==> src/rtl/store_narrowing_unit.sv <==
// Store narrowing unit: places a register value into byte lanes and runs one valid/ready memory write.
// Optional signed-narrowing overflow report enabled by STORE_NARROW_OVERFLOW_CHECK_EN.
module store_narrowing_unit #(
    parameter int unsigned TIMEOUT_CYCLES = 16
) (
    input  logic        clock,
    input  logic        reset_n,
    input  logic        req_valid,
    output logic        req_ready,
    input  logic [31:0] store_data,
    input  logic [31:0] store_address,
    input  logic [1:0]  store_size,
    output logic        mem_valid,
    input  logic        mem_ready,
    output logic [31:0] mem_address,
    output logic [31:0] mem_wdata,
    output logic [3:0]  mem_byte_enable,
    output logic        done,
    output logic        error,
    output logic [1:0]  error_code,
    output logic        overflow
);

    localparam int unsigned CNT_W = 8;
    localparam logic [1:0] SIZE_BYTE    = 2'b00;
    localparam logic [1:0] SIZE_HALF    = 2'b01;
    localparam logic [1:0] SIZE_WORD    = 2'b10;
    localparam logic [1:0] ERR_MISALIGN = 2'b01;
    localparam logic [1:0] ERR_SIZE     = 2'b10;
    localparam logic [1:0] ERR_TIMEOUT  = 2'b11;

    typedef enum logic [1:0] {
        ST_IDLE = 2'b00,
        ST_BUSY = 2'b01,
        ST_RESP = 2'b10
    } state_t;

    state_t           r_state;
    logic [CNT_W-1:0] r_count;
    logic             r_mem_valid;
    logic [31:0]      r_mem_address;
    logic [31:0]      r_mem_wdata;
    logic [3:0]       r_mem_byte_enable;
    logic             r_done;
    logic             r_error;
    logic [1:0]       r_error_code;

    logic             w_size_bad;
    logic             w_misaligned;
    logic [31:0]      w_wdata;
    logic [3:0]       w_byte_enable;

    // Request legality and lane placement, decoded straight from the request inputs
    always_comb begin
        w_size_bad    = (store_size == 2'b11);
        w_misaligned  = ((store_size == SIZE_HALF) && store_address[0]) ||
                        ((store_size == SIZE_WORD) && (store_address[1:0] != 2'b00));
        w_wdata       = store_data;
        w_byte_enable = 4'b1111;
        case (store_size)
            SIZE_BYTE: begin
                w_wdata       = {4{store_data[7:0]}};
                w_byte_enable = 4'(4'b0001 << store_address[1:0]);
            end
            SIZE_HALF: begin
                w_wdata       = {2{store_data[15:0]}};
                w_byte_enable = store_address[1] ? 4'b1100 : 4'b0011;
            end
            default: begin
                w_wdata       = store_data;
                w_byte_enable = 4'b1111;
            end
        endcase
    end

`ifdef STORE_NARROW_OVERFLOW_CHECK_EN
    logic w_overflow;
    logic r_ovf_pending;
    logic r_overflow;

    // Value survives narrowing only if every bit above the new sign bit equals it
    always_comb begin
        case (store_size)
            SIZE_BYTE: w_overflow = !((&store_data[31:7])  || !(|store_data[31:7]));
            SIZE_HALF: w_overflow = !((&store_data[31:15]) || !(|store_data[31:15]));
            default:   w_overflow = 1'b0;
        endcase
    end

    assign overflow = r_overflow;
`else
    assign overflow = 1'b0;
`endif

    always_ff @(posedge clock) begin
        if (!reset_n) begin
            r_state           <= ST_IDLE;
            r_count           <= '0;
            r_mem_valid       <= 1'b0;
            r_mem_address     <= '0;
            r_mem_wdata       <= '0;
            r_mem_byte_enable <= '0;
            r_done            <= 1'b0;
            r_error           <= 1'b0;
            r_error_code      <= '0;
`ifdef STORE_NARROW_OVERFLOW_CHECK_EN
            r_ovf_pending     <= 1'b0;
            r_overflow        <= 1'b0;
`endif
        end else begin
            r_done       <= 1'b0;
            r_error      <= 1'b0;
            r_error_code <= '0;
`ifdef STORE_NARROW_OVERFLOW_CHECK_EN
            r_overflow   <= 1'b0;
`endif
            case (r_state)
                ST_IDLE: begin
                    if (req_valid) begin
                        if (w_size_bad || w_misaligned) begin
                            r_state      <= ST_RESP;
                            r_error      <= 1'b1;
                            r_error_code <= w_size_bad ? ERR_SIZE : ERR_MISALIGN;
                        end else begin
                            r_state           <= ST_BUSY;
                            r_count           <= '0;
                            r_mem_valid       <= 1'b1;
                            r_mem_address     <= {store_address[31:2], 2'b00};
                            r_mem_wdata       <= w_wdata;
                            r_mem_byte_enable <= w_byte_enable;
`ifdef STORE_NARROW_OVERFLOW_CHECK_EN
                            r_ovf_pending     <= w_overflow;
`endif
                        end
                    end
                end
                ST_BUSY: begin
                    // Ready on the timeout edge still completes the store
                    if (mem_ready || (r_count == CNT_W'(TIMEOUT_CYCLES - 1))) begin
                        r_state           <= ST_RESP;
                        r_mem_valid       <= 1'b0;
                        r_mem_address     <= '0;
                        r_mem_wdata       <= '0;
                        r_mem_byte_enable <= '0;
                        if (mem_ready) begin
                            r_done <= 1'b1;
`ifdef STORE_NARROW_OVERFLOW_CHECK_EN
                            r_overflow <= r_ovf_pending;
`endif
                        end else begin
                            r_error      <= 1'b1;
                            r_error_code <= ERR_TIMEOUT;
                        end
                    end else begin
                        r_count <= r_count + CNT_W'(1);
                    end
                end
                ST_RESP: r_state <= ST_IDLE;
                default: r_state <= ST_IDLE;
            endcase
        end
    end

    assign req_ready       = (r_state == ST_IDLE);
    assign mem_valid       = r_mem_valid;
    assign mem_address     = r_mem_address;
    assign mem_wdata       = r_mem_wdata;
    assign mem_byte_enable = r_mem_byte_enable;
    assign done            = r_done;
    assign error           = r_error;
    assign error_code      = r_error_code;

endmodule

==> config.mk <==
export PLATFORM = sky130hd
export DESIGN_NAME = store_narrowing_unit
export DESIGN_NICKNAME = d
export VERILOG_FILES = /design/src/rtl/store_narrowing_unit.sv
export SDC_FILE = /design/constraint.sdc
export NUM_CORES = 1
export LEC_CHECK = 0
export BUFFER_PORTS_ARGS = -buffer_cell sky130_fd_sc_hd__buf_2
export CORE_MARGIN = 1.5
export CORE_UTILIZATION = 40
export DETAILED_ROUTE_END_ITERATION = 10
export MAX_ROUTING_LAYER = met4
export PLACE_DENSITY = 0.75
export REMOVE_ABC_BUFFERS = 1
export SKIP_CTS_REPAIR_TIMING = 1
export SYNTH_ARGS = -nofsm -noshare
export SYNTH_HDL_FRONTEND = slang
export SYNTH_SLANG_ARGS = --single-unit
==> constraint.sdc <==
create_clock -name clock -period 2.44 [get_ports clock]
set_input_delay 0.122 -clock clock [delete_from_list [all_inputs] [get_ports clock]]
set_output_delay 0.122 -clock clock [all_outputs]
set_load 0.05 [all_outputs]
==> results of run 1 <==
logic make-up (layout without fill, tap and decap cells):
group | after synthesis | count (layout) | synth area share, %
AO/OA/AOI/OAI | 109 | 109 | 27.29
other | 1 | 3 | 0.1187
multiplexers | 25 | 25 | 7.921
AND/OR/NAND/NOR | 52 | 52 | 8.277
adder cells (fa/ha/maj) | 1 | 1 | 0.3960
buffers and inverters | 29 | 193 | 4.673
flip-flops | 81 | 81 | 51.33
sequential cells by signal, indices dropped and copies added (netlist names):
register,cells
mem_wdata,32
mem_address,30
r_count,8
mem_byte_enable,4
error_code,2
r_state,2
done,1
error,1
mem_valid,1
cells in the final DEF (no fill, tap or decap), types with 4 or more instances in the layout:
master	count
buf_2	141
dfxtp_1	81
a22o_1	48
mux2i_1	25
dlygate4sd3_1	25
nand2_1	22
o2bb2ai_1	18
o21ai_0	13
clkbuf_8	10
nand3_1	7
a21oi_1	6
buf_4	5
nor2_1	4
inv_1	4
nand2b_1	4
worst paths after layout:
kind | end | cells after the start
max | mem_wdata[29] | 6
min | mem_address[4] | 2
max reg2reg | mem_wdata[29] | 6
min reg2reg | mem_valid | 1
power by group:
group,total (mW),leakage (nW),switching (mW),internal (mW)
registers,1.45,0.660,0.0456,1.40
clock network,1.02,0.105,0.505,0.515
logic,0.718,1.31,0.490,0.228
total,3.19,2.07,1.04,2.15
per-stage QoR:
step                power (mW)  worst slack [ns]  hold WS (ns)  instances
floorplan                1.932            -1.608        0.2437        275
global placement         2.151            0.4634        0.3375        525
detailed placement       2.161            0.4074        0.3458        525
CTS                      3.179            0.3887      -0.03289        541
global route             3.326            0.2330      0.005766        566
finish                   3.186            0.3606     -0.002911        566
area by class of cell:
cell class,count,area [sq um]
fillers,683,3263
flip-flops and latches,81,1622
multi-input cells,190,1414
repair buffers,173,1033
clock buffers,10,137.6
well taps,102,127.6
clock inverters,6,75.07
inverters,4,15.01
metal layers:
metal  wire [microns]  global-route usage, %  part of all wire (%)
met4              165                  8.462                   1.9
met2             4083                  29.63                    48
met3              475                  3.234                   5.6
met5                0                      -                     0
met1             3774                  25.44                    44
worst max-delay path: stages, from the launching register on:
cell and delay [ns]:
dfxtp_1 0.39, ha_1 0.21, nand3_1 0.25, o21ai_2 0.29, a31oi_4 0.27, buf_12 0.29
a22o_1 0.25
==> results by group, run 1 <==
Die
  – Die ar.: 8440 sq um
  – Die H: 91.87 microns
  – Core area: 7687 sq um
  – Starting Density: 41.10%
  – IO Pins: 145
  – Chip Width: 91.87 microns
  – Rows: 32

GRT
  – First-pass GRT wire length: 12.66 mm
  – Total GRT Usage: 19.44%
  – Remaining Overflow, GRT: 0
  – Vias in the first global route: 2621
  – Largest net degree at the start of global routing: 50
  – Antenna violations before repair: 0

Cells and area
  – # nets final: 530
  – Share of cells above drive strength 1: 36.42%
  – Area growth, synth to finish: 40.04%
  – Design area: 4424 sq um
  – Diode count: 0
  – Final Core Density: 57.55%

Run status
  – Failing checks: negative hold slack
  – Status: finished, violations left

STA
  – Tcrit/Tclk final: 85.22%
  – RSZ-0062 raised after global routing: no
  – Endpoints failing setup: 0
  – Setup TNS: 0 ns
  – Worst slew pin tran: 0.5875 ns
  – Hold Vio Cnt, Final: 1
  – Min Tclk post-route: 2.079 ns
  – Max Clock Freq: 480.9 MHz
  – Max transition margin: 60.84%
  – Final count of pins violating max slew: 0
  – Worst Skew: 0.01525 ns
  – Hold WS: -0.002911 ns

Worst setup path
  – Worst setup SP type: flip-flop
  – Worst path arrival time: 2.31 ns
  – WS Path Type: reg -> reg
  – Worst setup EP type: flip-flop
  – CP startpoint: r_count[0]
  – Worst r2r src: r_count[0]
  – R2r setup slk: 0.36 ns
  – CP Max Fanout: 49
  – Worst Path Required: 2.67 ns

Synth
  – Mapped cell area: 3159 sq um
  – Count leader, synth: dfxtp_1
  – Yosys reg bits: 81
  – Post-synthesis sequential area ratio: 51.33%
  – Async S/R FF share, synth: 0%
  – Cell taking the most area after synthesis: dfxtp_1
  – Synth Flop Type: dfxtp_1
  – Top post-synthesis cells by count: dfxtp_1, a22o_1, mux2i_1, nand2_1, o2bb2ai_1
  – Main area contributors after synthesis: dfxtp_1, a22o_1, mux2i_1
  – Mapped Cells: 298
  – Share of the synthesized area in the top cell type: 51.33%
  – Ys Warns: 0
  – Post-synth cell types: 42
  – Mapped Avg Cell Area: 10.60 sq um
  – Post-synth EDFFs: 0

Place
  – DP HPWL: 5.712 mm
  – IO Port Bufs: 141
  – Cell Area, Placed: 3961 sq um
  – RePlAce Congestion: 0.8308

Detailed routing
  – Vias: 2985
  – Avg WL per Cell: 15.01 microns
  – Final wirelength: 8.497 mm
  – Pre-Repair DR Iteration Count: 5
  – DRT iter0 DRCs: 152
  – Final routed DRC violation total: 0
  – DR vias/cell: 5.274
  – Remaining antenna violation count: 0

Worst hold path
  – Min-Delay Startpoint: store_address[4]
  – Hold Path Class: in -> reg

CTS
  – Skew-Pair Late Insertion Delay: 0.35 ns
  – Clock-pin slew on the worst setup and hold paths: 0.09 ns
  – CTS H-tree depth: 3
  – Max clock buf depth: 2
  – CTS root buf: clkbuf_8
  – Clk sinks: 81
  – CTS Buf Count: 9
  – CTS tree: done

Pwr
  – Power per cell area: 720.2 nW/um^2
  – P_leak: 2.071 nW
  – Worst VDD drop: 0.3816 mV

Run
  – MaxCap Viol Count: 0
Power figures use the tool's default switching activity.
==> run 2: changes to the inputs <==
--- a/config.mk
+++ b/config.mk
@@ -9,8 +9,9 @@
 export CORE_MARGIN = 1.5
 export CORE_UTILIZATION = 40
 export DETAILED_ROUTE_END_ITERATION = 10
+export HOLD_SLACK_MARGIN = 0.02
 export MAX_ROUTING_LAYER = met4
-export PLACE_DENSITY = 0.75
+export PLACE_DENSITY = 0.78
 export REMOVE_ABC_BUFFERS = 1
 export SKIP_CTS_REPAIR_TIMING = 1
 export SYNTH_ARGS = -nofsm -noshare
==> constraint.sdc (replaced) <==
create_clock -name clock -period 1.7 [get_ports clock]
set_input_delay 0.085 -clock clock [delete_from_list [all_inputs] [get_ports clock]]
set_output_delay 0.085 -clock clock [all_outputs]
set_load 0.05 [all_outputs]
==> run 2 against run 1 <==
  * The run ends with negative setup slack left
  * Sequential cell count stayed put
  * Global-route usage is 0.52 points higher
  * Worst hold slack better by 0.031 ns
  * Clock power is 64% higher
  * Critical path type unchanged
  * Largest power group unchanged
  * Highest routed layer unchanged
==> results by group, run 2 (synthesis gave the netlist of run 1 again) <==
STA
  – Endpoints failing setup: 45
  – Min Tclk post-route: 1.765 ns
  – Hold Vio Cnt, Final: 0
  – Worst Skew: 0.007199 ns
  – Final worst slack: -0.06473 ns
  – Tcrit/Tclk final: 103.8%
  – Max Clock Freq: 566.7 MHz
  – Final count of pins violating max slew: 0
  – RSZ-0062 raised after global routing: yes

Detailed routing
  – DR vias/cell: 5.328
  – Pre-Repair DR Iteration Count: 4
  – Final routed DRC violation total: 0
  – Vias: 3138
  – DRT iter0 DRCs: 115
  – Remaining antenna violation count: 0
  – Final wirelength: 9.119 mm
  – Avg WL per Cell: 15.48 microns

GRT
  – Antenna violations before repair: 0
  – Vias in the first global route: 2716
  – Total GRT Usage: 19.96%
  – First-pass GRT wire length: 13.09 mm
  – Largest net degree at the start of global routing: 54
  – Remaining Overflow, GRT: 0

Die
  – IO Pins: 145
  – Starting Density: 41.10%
  – Rows: 32
  – Chip Width: 91.87 microns
  – Die ar.: 8440 sq um
  – Die H: 91.87 microns
  – Core area: 7687 sq um

Place
  – DP HPWL: 6.012 mm
  – IO Port Bufs: 141
  – RePlAce Congestion: 0.8763

Worst setup path
  – Worst Path Required: 1.95 ns
  – Worst setup SP type: flip-flop
  – Worst setup EP type: flip-flop
  – WS Path Type: reg -> reg
  – CP max stage cell: or4_4
  – CP cell instances: or4_4 > o21ai_4 > a31oi_4 > buf_12 > a22o_1
  – Max incr delay on CP: 0.55 ns
  – CP Max Fanout: 53
  – Worst path arrival time: 2.01 ns

Pwr
  – Tot Pwr: 4.837 mW
  – P_leak: 2.201 nW
  – Power per cell area: 1025 nW/um^2
  – Worst VDD drop: 0.6714 mV

CTS
  – Skew-Pair Late Insertion Delay: 0.35 ns
  – CTS root buf: clkbuf_8
  – CTS tree: done
  – CTS Buf Count: 9
  – CTS H-tree depth: 3
  – Clk sinks: 81
  – Max clock buf depth: 2
  – Clock-pin slew on the worst setup and hold paths: 0.08 ns

Cells and area
  – Share of cells above drive strength 1: 39.22%
  – Final Core Density: 61.36%
  – # nets final: 554
  – Filler Cell Count: 647
  – Area growth, synth to finish: 49.31%
  – Most frequent cells in the layout: buf_2, dfxtp_1, a22o_1
  – Diode count: 0
  – Largest register FFs: 32
  – Commonest non-fill, non-tap cell in the layout: buf_2

Run
  – MaxCap Viol Count: 0

Run status
  – Failing checks: negative setup slack
  – Status: finished, violations left

Worst hold path
  – Hold Path Class: in -> reg
[run 2: cell count changes in the layout (fill, tap and decap cells not counted), sizes merged]
cell	delta
clkbuf	-1
bufinv	+2
dlygate4sd3	+11
clkinv	-1
buf	+13
inv	-1
[run 2: power breakdown]
group	internal, mW	leakage [nW]	switching [mW]	total [mW]
clock network	0.975	0.116	0.694	1.67
registers	2.01	0.661	0.0660	2.08
logic	0.364	1.42	0.724	1.09
[run 2: stage by stage]
stage / instance area (sq um) / setup TNS [ns] / setup slack [ns] / cells / hold slack, ns
6_report: 4717 / -0.9246 / -0.06473 / 589 / 0.02831
3_5_place_dp: 4059 / -0.3610 / -0.04282 / 538 / 0.3076
5_1_grt: 4717 / -3.599 / -0.1080 / 589 / 0.03427
2_1_floorplan: 3034 / -151.30 / -2.348 / 275 / 0.2067
3_3_place_gp: 4059 / -0.005297 / -0.005297 / 538 / 0.3011
4_1_cts: 4298 / -0.7264 / -0.05991 / 553 / -0.06619
[run 2: area by class of cell]
type                    count  area [sq um]  share of cell area [%]
clock inverters             6         115.1                   2.440
flip-flops and latches     81          1623                   34.40
well taps                 102         127.6                   2.706
inverters                   4         15.01                  0.3183
multi-input cells         190          1468                   31.11
repair buffers            197          1245                   26.39
clock buffers               9         123.9                   2.626
[run 2: worst paths after layout]
kind	start	to	slack, ns	cells past startpoint
max	r_count[6]	mem_wdata[25]	-0.06	5
min	store_data[6]	mem_wdata[6]	0.03	2
max reg2reg	r_count[6]	mem_wdata[25]	-0.06	5
min reg2reg	mem_valid	mem_valid	0.46	1
[run 2: worst max-delay path, delay by kind of cell (launching register included)]
| kind | cells | cell delay, ns |
|---|---|---|
| DFF | 1 | 0.32 |
| buffers and inverters | 1 | 0.19 |
| and+or+nand+nor | 1 | 0.55 |
| AOI/OAI and AO/OA | 3 | 0.56 |
[run 2: metal layers]
| metal | track usage, % | up-vias | part of all wire [%] |
|---|---|---|---|
| met5 | - | - | 0 |
| li1 | - | 1492 | - |
| met1 | 24.29 | 1516 | 43 |
| met2 | 32.41 | 109 | 49 |
| met4 | 8.846 | 0 | 2.4 |
| met3 | 3.483 | 21 | 5.2 |
